### src/rtl/bp_me_pkg.sv
// bp_me_pkg: message types, geometry and size helpers for the
// I/O CCE to MMIO register bus adapter.
package bp_me_pkg;

  typedef enum logic [1:0] {
    e_bp_inv_cfg = 2'd0
  } bp_params_e;

  typedef struct packed {
    int paddr_width;
    int cce_block_width;
    int lce_id_width;
    int lce_assoc;
  } bp_proc_param_s;

  localparam int bp_paddr_width_gp = 40;
  localparam int bp_cce_block_width_gp = 512;
  localparam int bp_lce_id_width_gp = 4;
  localparam int bp_lce_assoc_gp = 8;

  localparam bp_proc_param_s bp_inv_cfg_p = '{
    paddr_width: bp_paddr_width_gp,
    cce_block_width: bp_cce_block_width_gp,
    lce_id_width: bp_lce_id_width_gp,
    lce_assoc: bp_lce_assoc_gp
  };

  function automatic bp_proc_param_s bp_cfg(bp_params_e cfg);
    bp_proc_param_s p;
    case (cfg)
      e_bp_inv_cfg: p = bp_inv_cfg_p;
      default: p = bp_inv_cfg_p;
    endcase
    return p;
  endfunction

  typedef enum logic [3:0] {
    e_cce_mem_rd = 4'd0,
    e_cce_mem_wr = 4'd1,
    e_cce_mem_uc_rd = 4'd2,
    e_cce_mem_uc_wr = 4'd3
  } bp_cce_mem_cmd_type_e;

  typedef enum logic [2:0] {
    e_mem_msg_size_1 = 3'd0,
    e_mem_msg_size_2 = 3'd1,
    e_mem_msg_size_4 = 3'd2,
    e_mem_msg_size_8 = 3'd3,
    e_mem_msg_size_16 = 3'd4,
    e_mem_msg_size_32 = 3'd5,
    e_mem_msg_size_64 = 3'd6
  } bp_mem_msg_size_e;

  typedef struct packed {
    logic [bp_lce_id_width_gp-1:0] lce_id;
    logic [$clog2(bp_lce_assoc_gp)-1:0] way_id;
    logic uncached;
  } bp_cce_mem_payload_s;

  typedef struct packed {
    bp_cce_mem_cmd_type_e msg_type;
    logic [bp_paddr_width_gp-1:0] addr;
    bp_mem_msg_size_e size;
    bp_cce_mem_payload_s payload;
  } bp_cce_mem_hdr_s;

  typedef struct packed {
    bp_cce_mem_hdr_s header;
    logic [bp_cce_block_width_gp-1:0] data;
  } bp_cce_mem_msg_s;

  localparam int cce_mem_msg_width_lp = $bits(bp_cce_mem_msg_s);

  typedef enum logic [1:0] {
    e_io_idle = 2'd0,
    e_io_req = 2'd1,
    e_io_wait = 2'd2,
    e_io_resp = 2'd3
  } bp_io_state_e;

  localparam logic [63:0] bp_io_mmio_err_data_gp = 64'hFFFF_FFFF_FFFF_FFFF;

  function automatic logic [6:0] bp_io_size_to_bytes(logic [2:0] size);
    return 7'd1 << size;
  endfunction

  // Only 1/2/4/8-byte accesses naturally aligned within the 64-bit word
  function automatic logic bp_io_size_legal(logic [2:0] size,
                                            logic [2:0] addr_lsbs);
    logic [6:0] n;
    n = bp_io_size_to_bytes(size);
    return (size <= 3'd3) && ((addr_lsbs & 3'(n - 7'd1)) == 3'd0);
  endfunction

endpackage

### src/rtl/bp_io_mmio_lane_align.sv
// bp_io_mmio_lane_align: byte-lane mask, write replication and
// read-data alignment for one 64-bit MMIO word.
module bp_io_mmio_lane_align
  import bp_me_pkg::*;
(
  input  logic [2:0]  size,
  input  logic [2:0]  addr_lsbs,
  input  logic [63:0] wdata,
  input  logic [63:0] rdata,
  output logic [7:0]  mask,
  output logic [63:0] wdata_rep,
  output logic [63:0] rdata_align
);

  logic [6:0]  n;
  logic [7:0]  lanes;
  logic [63:0] byte_mask;

  always_comb begin
    n = bp_io_size_to_bytes(size);
    lanes = 8'((9'd1 << n[3:0]) - 9'd1);
    mask = lanes << addr_lsbs;
    for (int i = 0; i < 8; i++) begin
      byte_mask[i*8 +: 8] = {8{lanes[i]}};
    end
    rdata_align = (rdata >> {addr_lsbs, 3'b000}) & byte_mask;
    wdata_rep = wdata;
    unique case (1'b1)
      (n == 7'd1): wdata_rep = {8{wdata[7:0]}};
      (n == 7'd2): wdata_rep = {4{wdata[15:0]}};
      (n == 7'd4): wdata_rep = {2{wdata[31:0]}};
      default: wdata_rep = wdata;
    endcase
  end

endmodule

### src/rtl/bp_io_mmio_adapter.sv
// bp_io_mmio_adapter: bridges uncached I/O CCE commands onto a
// single-outstanding 64-bit MMIO bus with an ack timeout.
module bp_io_mmio_adapter
  import bp_me_pkg::*;
#(
  parameter bp_params_e bp_params_p = e_bp_inv_cfg,
  parameter int timeout_cycles_p = 1024,
  parameter int mmio_data_width_p = 64,
  localparam bp_proc_param_s cfg_lp = bp_cfg(bp_params_p),
  localparam int paddr_width_p = cfg_lp.paddr_width,
  localparam int cce_block_width_p = cfg_lp.cce_block_width
) (
  input  logic                            clk_i,
  input  logic                            reset_i,
  input  logic [cce_mem_msg_width_lp-1:0] io_cmd_i,
  input  logic                            io_cmd_v_i,
  output logic                            io_cmd_ready_o,
  output logic [cce_mem_msg_width_lp-1:0] io_resp_o,
  output logic                            io_resp_v_o,
  input  logic                            io_resp_yumi_i,
  output logic                            mmio_v_o,
  output logic                            mmio_w_o,
  output logic [paddr_width_p-1:0]        mmio_addr_o,
  output logic [mmio_data_width_p-1:0]    mmio_data_o,
  output logic [mmio_data_width_p/8-1:0]  mmio_mask_o,
  input  logic                            mmio_ready_i,
  input  logic                            mmio_v_i,
  input  logic [mmio_data_width_p-1:0]    mmio_data_i,
  output logic                            timeout_o
);

  localparam int cnt_width_lp = $clog2(timeout_cycles_p);
  localparam logic [cnt_width_lp-1:0] cnt_max_lp =
    cnt_width_lp'(timeout_cycles_p - 1);

  bp_io_state_e state_r, state_n;
  bp_cce_mem_hdr_s hdr_r;
  logic [63:0] wdata_r, rdata_r;
  logic [cnt_width_lp-1:0] cnt_r;

  bp_cce_mem_msg_s cmd, resp;
  logic accept, legal, is_wr, ack, expire;
  logic [7:0] lane_mask;
  logic [63:0] wdata_rep, rdata_align;
  logic unused_cmd_data;

  assign cmd = bp_cce_mem_msg_s'(io_cmd_i);
  assign unused_cmd_data = ^cmd.data[cce_block_width_p-1:64];
  assign accept = io_cmd_v_i & io_cmd_ready_o;
  assign legal = bp_io_size_legal(cmd.header.size, cmd.header.addr[2:0]);
  assign is_wr = (hdr_r.msg_type == e_cce_mem_uc_wr);
  assign ack = (state_r == e_io_wait) & mmio_v_i;
  // A real ack in the final cycle beats the timeout
  assign expire = (state_r == e_io_wait) & ~mmio_v_i & (cnt_r == cnt_max_lp);

  bp_io_mmio_lane_align align (
    .size        (hdr_r.size),
    .addr_lsbs   (hdr_r.addr[2:0]),
    .wdata       (wdata_r),
    .rdata       (mmio_data_i),
    .mask        (lane_mask),
    .wdata_rep   (wdata_rep),
    .rdata_align (rdata_align)
  );

  always_ff @(posedge clk_i) begin
    if (reset_i) state_r <= e_io_idle;
    else state_r <= state_n;
  end

  always_comb begin
    state_n = state_r;
    unique case (state_r)
      e_io_idle: if (accept) state_n = legal ? e_io_req : e_io_resp;
      e_io_req: if (mmio_ready_i) state_n = e_io_wait;
      e_io_wait: if (ack | expire) state_n = e_io_resp;
      e_io_resp: if (io_resp_yumi_i) state_n = e_io_idle;
      default: state_n = e_io_idle;
    endcase
  end

  // Read data preloads to the error pattern; a real ack overwrites it
  always_ff @(posedge clk_i) begin
    if (reset_i) begin
      hdr_r <= '0;
      wdata_r <= '0;
      rdata_r <= '0;
      cnt_r <= '0;
    end else begin
      if (accept) begin
        hdr_r <= cmd.header;
        wdata_r <= cmd.data[63:0];
        rdata_r <= bp_io_mmio_err_data_gp;
      end
      if (state_r == e_io_req) cnt_r <= '0;
      else if (state_r == e_io_wait) cnt_r <= cnt_r + cnt_width_lp'(1);
      if (ack & ~is_wr) rdata_r <= rdata_align;
    end
  end

  always_comb begin
    io_cmd_ready_o = 1'b0;
    io_resp_v_o = 1'b0;
    resp = '0;
    mmio_v_o = 1'b0;
    mmio_w_o = 1'b0;
    mmio_addr_o = '0;
    mmio_data_o = '0;
    mmio_mask_o = '0;
    timeout_o = 1'b0;
    unique case (state_r)
      e_io_idle: io_cmd_ready_o = ~reset_i;
      e_io_req: begin
        mmio_v_o = 1'b1;
        mmio_w_o = is_wr;
        mmio_addr_o = hdr_r.addr;
        mmio_data_o = wdata_rep;
        mmio_mask_o = lane_mask;
      end
      e_io_wait: timeout_o = expire;
      e_io_resp: begin
        io_resp_v_o = 1'b1;
        resp.header = hdr_r;
        resp.data = is_wr ? '0
                  : {{(cce_block_width_p-64){1'b0}}, rdata_r};
      end
      default: ;
    endcase
  end

  assign io_resp_o = resp;

endmodule

### config.mk
export PLATFORM = sky130hd
export DESIGN_NAME = bp_io_mmio_adapter
export DESIGN_NICKNAME = d
export VERILOG_FILES = /design/src/rtl/bp_me_pkg.sv /design/src/rtl/bp_io_mmio_lane_align.sv /design/src/rtl/bp_io_mmio_adapter.sv
export SDC_FILE = /design/constraint.sdc
export NUM_CORES = 1
export LEC_CHECK = 0
export BUFFER_PORTS_ARGS = -buffer_cell sky130_fd_sc_hd__buf_2
export CAP_MARGIN = 20
export CORE_AREA = 2 2 512 514
export DETAILED_ROUTE_END_ITERATION = 16
export DIE_AREA = 0 0 514 516
export GPL_TIMING_DRIVEN = 0
export PLACE_DENSITY = 0.3
export SYNTH_ARGS = -nofsm -noshare
export SYNTH_HDL_FRONTEND = slang
export SYNTH_SLANG_ARGS = --single-unit
### constraint.sdc
create_clock -name clk_i -period 3.2 [get_ports clk_i]
set_input_delay 0 -clock clk_i [delete_from_list [all_inputs] [get_ports clk_i]]
set_output_delay 0 -clock clk_i [all_outputs]
set_load 0.03 [all_outputs]
==> results of run 1 <==
[worst min-delay path, cell delays in order]
cell and delay, ns:
buf_2 0.14, mux2i_1 0.13, nand2_1 0.07, nand3_1 0.13
a21oi_1 0.08
[worst min path at each step]
stage,slack (ns),startpoint,endpoint
floorplan,0.11,io_cmd_i[522],hdr_r[10]$_SDFFE_PP0P_
global placement,0.20,io_cmd_i[539],hdr_r[27]$_SDFFE_PP0P_
detailed placement,0.20,io_cmd_i[566],hdr_r[54]$_SDFFE_PP0P_
CTS,0.0003,mmio_data_i[48],rdata_r[48]$_SDFFE_PP0P_
global route,0.05,mmio_data_i[40],rdata_r[16]$_SDFFE_PP0P_
finish,0.07,mmio_data_i[37],rdata_r[37]$_SDFFE_PP0P_
[Yosys cell counts (8+ instances only)]
cell type	count
buf_4	451
nand2_1	214
dfxtp_1	195
and2_1	171
nand2b_1	138
o21ai_0	98
o21ai_1	97
nor2_1	91
clkbuf_1	86
a21oi_1	77
mux2i_1	46
nor3_1	45
buf_2	44
mux4_2	30
mux2_2	23
nand3_1	17
a21boi_1	16
o22a_1	16
o211ai_1	15
o21a_1	8
o311a_1	8
[cells by family (layout without fill, tap and decap cells)]
kind of cell / after synthesis / after routing
adder cells (fa/ha/maj): 7 / 7
AO/OA/AOI/OAI: 362 / 362
flip-flops: 195 / 195
buffers and inverters: 600 / 1212
multiplexers: 106 / 106
XOR/XNOR: 8 / 8
other: 1 / 463
AND/OR/NAND/NOR: 713 / 713
[power groups by stage]
stage               combinational [mW]  clock [mW]  sequential (mW)
floorplan                         4.02           0             3.22
detailed placement                6.37           0             3.49
finish                            6.53        2.52             3.43
CTS                               6.68        2.66             3.44
global route                      7.09        2.72             3.51
global placement                  6.32           0             3.49
[what timing repair did]
action	4_1_cts	5_1_grt
endpoints found under the hold margin	143	0
setup endpoints to repair	288	10
hold buffers	153	0
gates cloned	0	0
pin swaps	1	2
resized for setup	42	9
buffers inserted	1	1
[sequential cells by signal, summed over array words and instances (netlist names)]
register  count
cnt_r        10
hdr_r        55
rdata_r      64
state_r       2
wdata_r      64
[layer usage]
metal	track usage [%]	routed length (um)
met4	1.798	2342
met3	3.221	11000
met5	0	43
met2	15.27	58120
met1	9.583	46500
[through the flow]
| step | cells | utilization [%] | hold slack, ns |
|---|---|---|---|
| 2_1_floorplan | 2439 | - | 0.1085 |
| 3_3_place_gp | 6265 | 9.046 | 0.1988 |
| 3_5_place_dp | 6270 | 9.081 | 0.2025 |
| 4_1_cts | 6453 | 9.956 | 0.0002615 |
| 5_1_grt | 6454 | 9.970 | 0.05053 |
| 6_report | 6468 | 9.984 | 0.07070 |
[final cells by class]
cell class,instances,share of cell area [%]
Tap cell,3402,16.45
Multi-Input combinational cell,1644,35.51
Antenna cell,15,0.1450
Inverter,9,0.1305
Buffer,587,15.68
Clock inverter,14,0.7203
Timing Repair Buffer,584,14.59
Sequential cell,195,15.08
Clock buffer,18,1.697
==> run summary, run 1 <==
Power Total: 12.48 mW
XOR/XNOR share of the synthesized area: 0.4552%
Clock power frac: 20.2%
CP top delay family: buffers and inverters
Routed WL per cell: 18.24 um
multiplexer area fraction after synthesis: 9.770%
switching share of total power: 50.64%
Die H: 516 um
antenna violations before repair: 66
Fin Setup TNS: 0 ns
clk sinks: 195
Setup Crit Path Kind: reg2out
slowest library cell on the worst path: or3_4
Final min period: 3.077 ns
post-synthesis compound-gate area fraction: 13.66%
dpl cell area: 23540 um2
Required @ worst endpoint: 3.20 ns
post-synthesis sequential area ratio: 25.36%
Slew Viols, Final: 0
antenna viol nets, final: 0
CP Launch Type: flop
area share of the largest cell type after synthesis: 25.36%
Max Cap Viol: 0
core region area: 259200 um2
Synth Area in Simple Gates: 23.97%
clk_skew: 0.04254 ns
GRT Residual Overflow: 0
adder-cell area share of the yosys netlist: 0.5690%
DRT Wirelength: 118.0 mm
Syn Area/Cell: 7.728 um2
Longest Clk Path Bufs: 2
ranking of synthesized cells by area: dfxtp_1 (25%), buf_4 (22%), and2_1 (6.9%)
reg-to-reg slack, setup: 0.21 ns
CP Depth: 9
CP Cell Sequence: buf_4 > buf_6 > clkbuf_8 > or3_4 > ha_4 > inv_1 > o21ai_1 > nor3_2 > buf_2
worst slew pin tran: 1.178 ns
final setup violation count: 0
fraction of layout cells with a size suffix above 1: 34.61%
Residual DRC: 0
# port buffers: 424
H-tree depth: 4
Top Ports: 1321
worst ir drop on vdd: 0.0003648 V
Slowest Stage Delay on Critical Path: 0.43 ns
Seq pwr share: 27.5%
Worst Hold Class: in2reg
crit path launch: hdr_r[8]$_SDFFE_PP0P_
Fin. Hold Viols: 0
router iterations before antenna repair: 5
CTS root buffer: clkbuf_16
Reg area: 3904 um2
Setup crit end: mmio_mask_o[1]
die area: 265200 um2
starting density of the core: 5.938%
post-synth top area cell: dfxtp_1
Logic pwr share: 52.3%
Placer Congestion: 0.7727
Clock Latency Late Sink: 0.57 ns
RSZ-0062 raised after global routing: true
Buf/Inv on CP: 5
cell area after layout: 25880 um2
Power Dens Cells: 482.2 nW/um2
DR vias/cell: 2.527
CP Max Fanout: 10
critical path data arrival time: 3.08 ns
row cnt: 187
area of the multi-input gates: 9190 um2
Area growth syn-to-layout: 68.14%
largest net degree at the start of global routing: 22
Synth Flop Type: dfxtp_1
FMAX: 0.3250 GHz
most common cell after layout, fill and taps aside: buf_4
Cell Int Power: 6.160 mW
Worst R2R Path Depth: 10
largest family of logic cells by synthesized area: buffers and inverters
post-DP HPWL: 101.9 mm
FF-to-FF Start: state_r[1]$_SDFFE_PP0P_
DR vias: 16350
dpl ws: -0.6657 ns
first-pass GRT wire length: 148.7 mm
ys async rst share: 0%
crit end category: output pin
CTS Buf Count: 17
Hold Path Depth: 5
Max-slew headroom: 21.44%
CTS clock-pin slew for the worst setup and hold paths: 0.09 ns
register bit count reported by yosys: 195
Initial DRC Count: 911
GR Util All Layers: 8.547%
worst setup margin: 0.1226 ns
die width: 514 um
TritonCTS clock tree: built
Switch Pwr: 6.320 mW
Mapped Cells: 1992
filler cell count: 30370
status: finished, final reports clean
Cell variety after synth: 61
crit share post-route: 96.17%
number of synthesized flops with an enable pin: 0
most frequent cells in the layout: buf_4 (459), buf_2 (457), conb_1 (448), nand2_1 (214), dfxtp_1 (195)
Leak: 11.46 nW
reg-to-reg endpoint: hdr_r[7]$_SDFFE_PP0P_
Yosys warnings: 0
vias in the first global route: 15110
number of nets in the layout: 3682
mapped cell area: 15390 um2
(Power assumes the default switching activity.)
==> inputs of run 2 (changes only) <==
- GPL_TIMING_DRIVEN: 0 -> default
==> run 2 against run 1 <==
Compared with the run above:
- utilization down 1.2 points
- die area unchanged
- worst hold slack better by 0.0062 ns
- routed wire length down 22%
- sequential power up 3%
- setup slack better by 0.22 ns
- critical path depth down 2
- final cell count down 7.8%
- non-clock buffer count down 496
- clock power up 2%
- critical endpoint is now mmio_mask_o[5]
==> run summary, run 2 (synthesized netlist as in run 1, its figures left out) <==
Placer Congestion: 0.7403 (-4.2%)
status: finished, final reports clean
Top Ports: 1321 (unchanged)
fraction of layout cells with a size suffix above 1: 23.56% (-11 points)
worst slew pin tran: 0.8896 ns (-0.2887 ns)
Leak: 9.049 nW (-21%)
die area: 265200 um2 (unchanged)
Buf/Inv on CP: 2 (-3)
hold slack final: 0.07693 ns (+0.006226 ns)
core region area: 259200 um2 (unchanged)
CTS root buffer: clkbuf_16
FF-to-FF Start: hdr_r[11]$_SDFFE_PP0P_
die width: 514 um (unchanged)
worst setup margin: 0.3390 ns (+0.2164 ns)
crit path launch: hdr_r[10]$_SDFFE_PP0P_
antenna viol nets, final: 0 (unchanged)
filler cell count: 30450 (+0.27%)
GR Util All Layers: 6.711% (-1.8 points)
Power Dens Cells: 514.2 nW/um2 (+6.6%)
Longest Clk Path Bufs: 2 (unchanged)
Required @ worst endpoint: 3.20 ns (about the same)
Final Util: 8.745% (-1.2 points)
TritonCTS clock tree: built
vias in the first global route: 13650 (-9.7%)
dpl cell area: 20110 um2 (-15%)
final setup violation count: 0 (unchanged)
antenna violations before repair: 35 (-47%)
critical path data arrival time: 2.86 ns (-0.22 ns)
Area growth syn-to-layout: 47.28%
number of nets in the layout: 3186 (-13%)
RSZ-0062 raised after global routing: false
crit share post-route: 89.40% (-6.8 points)
post-DP HPWL: 74.19 mm (-27%)
CP Launch Type: flop
Clock Latency Late Sink: 0.58 ns (about the same)
CP Max Fanout: 12 (+2)
Die H: 516 um (unchanged)
DR vias/cell: 2.414 (-4.5%)
first-pass GRT wire length: 119.6 mm (-20%)
router iterations before antenna repair: 5 (unchanged)
row cnt: 187 (unchanged)
Max Cap Viol: 0 (unchanged)
most common cell after layout, fill and taps aside: conb_1
Residual DRC: 0 (unchanged)
Slew Viols, Final: 0 (unchanged)
Hold Startpoint: mmio_data_i[45]
Final min period: 2.861 ns (-0.2164 ns)
H-tree depth: 4 (unchanged)
dpl ws: 0.6041 ns (+1.270 ns)
Fin Setup TNS: 0 ns (unchanged)
DRT Wirelength: 91.91 mm (-22%)
starting density of the core: 5.938% (unchanged)
Routed WL per cell: 15.41 um (-16%)
Slowest Stage Delay on Critical Path: 0.48 ns (+0.05 ns)
CP top delay family: simple AND/OR/NAND/NOR gates
worst ir drop on vdd: 0.0004126 V (+13%)
Worst Hold Class: in2reg
crit end category: output pin
Max-slew headroom: 40.69% (+19 points)
DR vias: 14400 (-12%)
Initial DRC Count: 506 (-44%)
Setup Crit Path Kind: reg2out
FMAX: 0.3495 GHz (+7.6%)
Top Registers: rdata_r x64, wdata_r x64, hdr_r x55
CTS Buf Count: 17 (unchanged)
cell area after layout: 22670 um2 (-12%)
CP Cell Sequence: or3_1 > ha_1 > inv_1 > o21ai_0 > o22ai_1 > and2_1 > buf_2
clk_skew: 0.05060 ns (+0.008061 ns)
largest net degree at the start of global routing: 78 (+250%)
Fin. Hold Viols: 0 (unchanged)
CTS clock-pin slew for the worst setup and hold paths: 0.09 ns (about the same)
GRT Residual Overflow: 0 (unchanged)
most frequent cells in the layout: conb_1 (448), buf_2 (423), nand2_1 (214), dfxtp_1 (189), dlygate4sd3_1 (188)
clk sinks: 195 (unchanged)
slowest library cell on the worst path: ha_1
# port buffers: 424 (unchanged)
[run 2: path summary, 6_finish.rpt]
| kind | endpoint | slack, ns | cells after the start |
|---|---|---|---|
| max | mmio_mask_o[5] | 0.34 | 7 |
| min | rdata_r[21]$_SDFFE_PP0P_ | 0.08 | 4 |
| max reg2reg | rdata_r[29]$_SDFFE_PP0P_ | 0.43 | 7 |
| min reg2reg | hdr_r[0]$_SDFFE_PP0P_ | 0.47 | 2 |
[run 2: power by group]
| part | internal, mW | switching, mW |
|---|---|---|
| combinational | 1.77 | 3.79 |
| sequential | 2.96 | 0.570 |
| clock | 1.09 | 1.48 |
[run 2: per-stage QoR]
step,instances,power (mW)
detailed placement,5736,9.105
finish,5966,11.66
global placement,5736,9.115
CTS,5956,12.10
floorplan,2439,7.238
global route,5958,12.55
[run 2: final cells by class]
class	count	area [um2]	share of cell area, %
inverters	9	33.78	0.1490
clock buffers	17	425.4	1.876
diodes	9	22.52	0.09934
well taps	3402	4257	18.77
flip-flops and latches	195	3919	17.28
multi-input cells	1644	9186	40.52
repair buffers	675	4616	20.36
clock inverters	15	212.7	0.9382
[run 2: routing by layer]
| layer | track usage (%) | part of all wire (%) |
|---|---|---|
| met4 | 2.166 | 2.6 |
| met1 | 7.037 | 37 |
| met2 | 12.24 | 51 |
| met3 | 2.558 | 9.3 |
| met5 | 0 | 0.039 |
[run 2: worst reg2reg max path, cell delays in order, from the launching register on]
cell and delay, ns:
dfxtp_4 0.53, buf_12 0.31, mux2i_1 0.41, dlygate4sd3_1 0.57
a21oi_1 0.07, o211ai_1 0.13, dlygate4sd3_1 0.59, a21oi_1 0.07
[run 2: repair_timing]
action,in CTS,in global routing
buffers inserted,0,0
hold buffers,188,0
setup endpoints to repair,0,0
resized for setup,0,0
endpoints found under the hold margin,161,0
==> inputs of run 3 (changes only) <==
- ABC_AREA: default -> 1
- CORE_AREA: 2 2 512 514 -> 2 2 521 523
- DIE_AREA: 0 0 514 516 -> 0 0 523 525
==> run 3 against run 2 <==
Compared with the run above:
- routed wire length increased by 7.1%
- clock-buffer cell count increased by 11
- total power grew 7.6%
- utilization is 0.12 points lower
- first-iteration DRC count rose by 87%
- register-to-register slack worse by 0.14 ns
- via count up 15%
- clock skew grew 0.0033 ns
- worst hold slack lost 0.0047 ns
- sequential power down 5%
==> run summary, run 3 <==
status: finished, final reports clean
ys async rst share: 0% (unchanged)
RSZ-0062 raised after global routing: false
GRT Residual Overflow: 0 (unchanged)
commonest cells in the netlist: nand2_1 (679), buf_4 (452), nand3_1 (220), nor2_1 (215), inv_1 (212)
Residual DRC: 0 (unchanged)
Longest Clk Path Bufs: 3 (+1)
Initial DRC Count: 944 (+87%)
Fin Setup TNS: 0 ns (unchanged)
Most Crowded Layer GR: met2
row cnt: 191 (+2.1%)
CP Launch Type: flop
# port buffers: 424 (unchanged)
vias in the first global route: 15710 (+15%)
Required @ worst endpoint: 3.72 ns (+0.52 ns)
Buf/Inv on CP: 5 (+3)
Leak: 11.29 nW (+25%)
critical path data arrival time: 3.43 ns (+0.57 ns)
H-tree depth: 4 (unchanged)
most frequent cells in the layout: nand2_1 (679), conb_1 (448), buf_2 (420), dlygate4sd3_1 (238), nand3_1 (218)
register bit count reported by yosys: 195 (unchanged)
Slowest Stage Delay on Critical Path: 0.55 ns (+0.07 ns)
Clock Latency Late Sink: 0.60 ns (+0.02 ns)
fraction of layout cells with a size suffix above 1: 18.61% (-4.9 points)
CP Cell Sequence: inv_2 > buf_12 > nand2_1 > nand2_1 > dlygate4sd3_1 > nand2_1 > nand3_1 > dlygate4sd3_1 > nand2_1 > a21oi_1 > dlygate4sd3_1
CP Max Fanout: 32 (+20)
clk_skew: 0.05391 ns (+0.003306 ns)
CP top delay family: buffers and inverters
Setup Crit Path Kind: reg2reg
core region area: 269300 um2 (+3.9%)
Worst Hold Class: in2reg
router iterations before antenna repair: 5 (unchanged)
final setup violation count: 0 (unchanged)
largest net degree at the start of global routing: 74 (-5.1%)
first-pass GRT wire length: 130.5 mm (+9.2%)
CTS root buffer: clkbuf_16
Cell variety after synth: 34 (-44%)
TritonCTS clock tree: built
Top Ports: 1321 (unchanged)
worst setup margin: 0.2893 ns (-0.04979 ns)
Worst R2R Path Depth: 11 (+4)
post-DP HPWL: 81.57 mm (+9.9%)
reg-to-reg endpoint: rdata_r[23]$_SDFFE_PP0P_
die width: 523 um (+1.8%)
crit end category: flop
met1 usage: 7.798% (+0.76 points)
Hold Path Depth: 7 (+3)
Routed WL per cell: 14.80 um (-4.0%)
number of nets in the layout: 3711 (+16%)
mapped cell area: 14980 um2 (-2.7%)
clk sinks: 195 (unchanged)
FF-to-FF Start: hdr_r[11]$_SDFFE_PP0P_
Hold Startpoint: mmio_data_i[4]
starting density of the core: 5.560% (-0.38 points)
die area: 274600 um2 (+3.5%)
worst slew pin tran: 0.8923 ns (+0.002646 ns)
Mapped Cells: 2436 (+22%)
CTS Buf Count: 25 (+8)
DRT Wirelength: 98.47 mm (+7.1%)
Worst Hold Path EP: rdata_r[4]$_SDFFE_PP0P_
Fin. Hold Viols: 0 (unchanged)
post-synth top area cell: dfxtp_1
most numerous cell in the Yosys netlist: nand2_1
GR Util All Layers: 6.928% (+0.22 points)
most common cell after layout, fill and taps aside: nand2_1
DR vias: 16560 (+15%)
crit path launch: hdr_r[11]$_SDFFE_PP0P_
Yosys warnings: 0 (unchanged)
GRT met2 Usage: 12.90% (+0.66 points)
Max Cap Viol: 0 (unchanged)
Slew Viols, Final: 0 (unchanged)
Area growth syn-to-layout: 55.08%
Final min period: 2.911 ns (+0.04979 ns)
antenna viol nets, final: 0 (unchanged)
number of synthesized flops with an enable pin: 0 (unchanged)
antenna violations before repair: 47 (+34%)
crit share post-route: 90.96% (+1.6 points)
CP most frequent cell: nand2_1
slowest library cell on the worst path: dlygate4sd3_1
ranking of synthesized cells by area: dfxtp_1 (26%), buf_4 (23%), nand2_1 (17%)
reg-to-reg slack, setup: 0.29 ns (-0.14 ns)
Synth Flop Type: dfxtp_1
worst ir drop on vdd: 0.0005009 V (+21%)
dpl ws: 0.6244 ns (+0.02033 ns)
Placer Congestion: 0.7712 (+4.2%)
grt met3 use: 1.642% (-0.92 points)
Die H: 525 um (+1.7%)
area share of the largest cell type after synthesis: 26.07% (+0.71 points)
FMAX: 0.3436 GHz (-1.7%)
post-synthesis sequential area ratio: 26.07% (+0.71 points)
Power Dens Cells: 540.1 nW/um2 (+5.0%)
Max-slew headroom: 40.51% (-0.18 points)
DR vias/cell: 2.488 (+3.0%)
Top Registers: rdata_r x64, wdata_r x64, hdr_r x55
Syn Area/Cell: 6.148 um2 (-20%)
CTS clock-pin slew for the worst setup and hold paths: 0.08 ns (about the same)
==> run 3: metal layers <==
layer | part of all wire [%] | wire, um
met5 | 0.066 | 65
met4 | 2.5 | 2509
met3 | 7.1 | 6970
met2 | 51 | 50200
met1 | 39 | 38720
==> run 3: kinds of logic (layout without fill, tap and decap cells) <==
kind of cell	Yosys count	in the layout	synth area share (%)
and+or+nand+nor	1154	1154	31.57
buffers and inverters	809	999	32.23
AOI/OAI and AO/OA	270	270	9.516
DFF	195	195	26.07
adders and majority gates	7	7	0.5848
other	1	460	0.02504
==> run 3: timing repair <==
item                                    CTS  global route
endpoints found under the setup margin    3             3
resized for setup                         1             2
setup buffers                             0             2
hold buffers                            238             0
gates cloned                              0             1
endpoints found under the hold margin   176             0
==> run 3: where the power goes <==
group / internal [mW] / switching, mW
registers: 3.00 / 0.370
logic: 1.79 / 4.50
clock network: 1.56 / 1.32
==> run 3: worst max-delay path by stage <==
| stage | end | slack, ns | cells after the start |
|---|---|---|---|
| 3_5_place_dp | mmio_mask_o[5] | 0.62 | 10 |
| 5_1_grt | mmio_mask_o[7] | 0.06 | 13 |
| 3_3_place_gp | mmio_mask_o[5] | 0.62 | 10 |
| 2_1_floorplan | mmio_mask_o[5] | 1.07 | 9 |
| 4_1_cts | rdata_r[21]$_SDFFE_PP0P_ | 0.01 | 10 |
| 6_report | rdata_r[23]$_SDFFE_PP0P_ | 0.29 | 11 |
==> run 3: worst min-delay path, stage by stage <==
cell     delay [ns]
buf_2          0.11
nand2_1        0.13
nand3_1        0.09
nand3_1        0.08
nand2_1        0.04
nand2_1        0.07
a21oi_1        0.06
==> run 3: layout make-up <==
class                           instances  area, um2
Tap cell                             3570       4467
Inverter                              225      852.1
Antenna cell                           12      30.03
Clock inverter                          5      58.81
Fill cell                           31860     246100
Clock buffer                           28      666.9
Timing Repair Buffer                  741       5270
Multi-Input combinational cell       1879       7970
Sequential cell                       195       3909
==> run 3: metrics by stage <==
step,instances,total power [mW],instance area (um2),util [%],hold slack [ns]
after detailed placement,6369,9.281,20030,7.437,0.1988
after floorplan,2883,7.448,16650,-,0.1105
after CTS,6640,12.87,23140,8.593,0.01103
after global routing,6648,13.51,23210,8.616,0.09210
after global placement,6369,9.310,20030,7.437,0.1995
final,6655,12.54,23220,8.623,0.07227
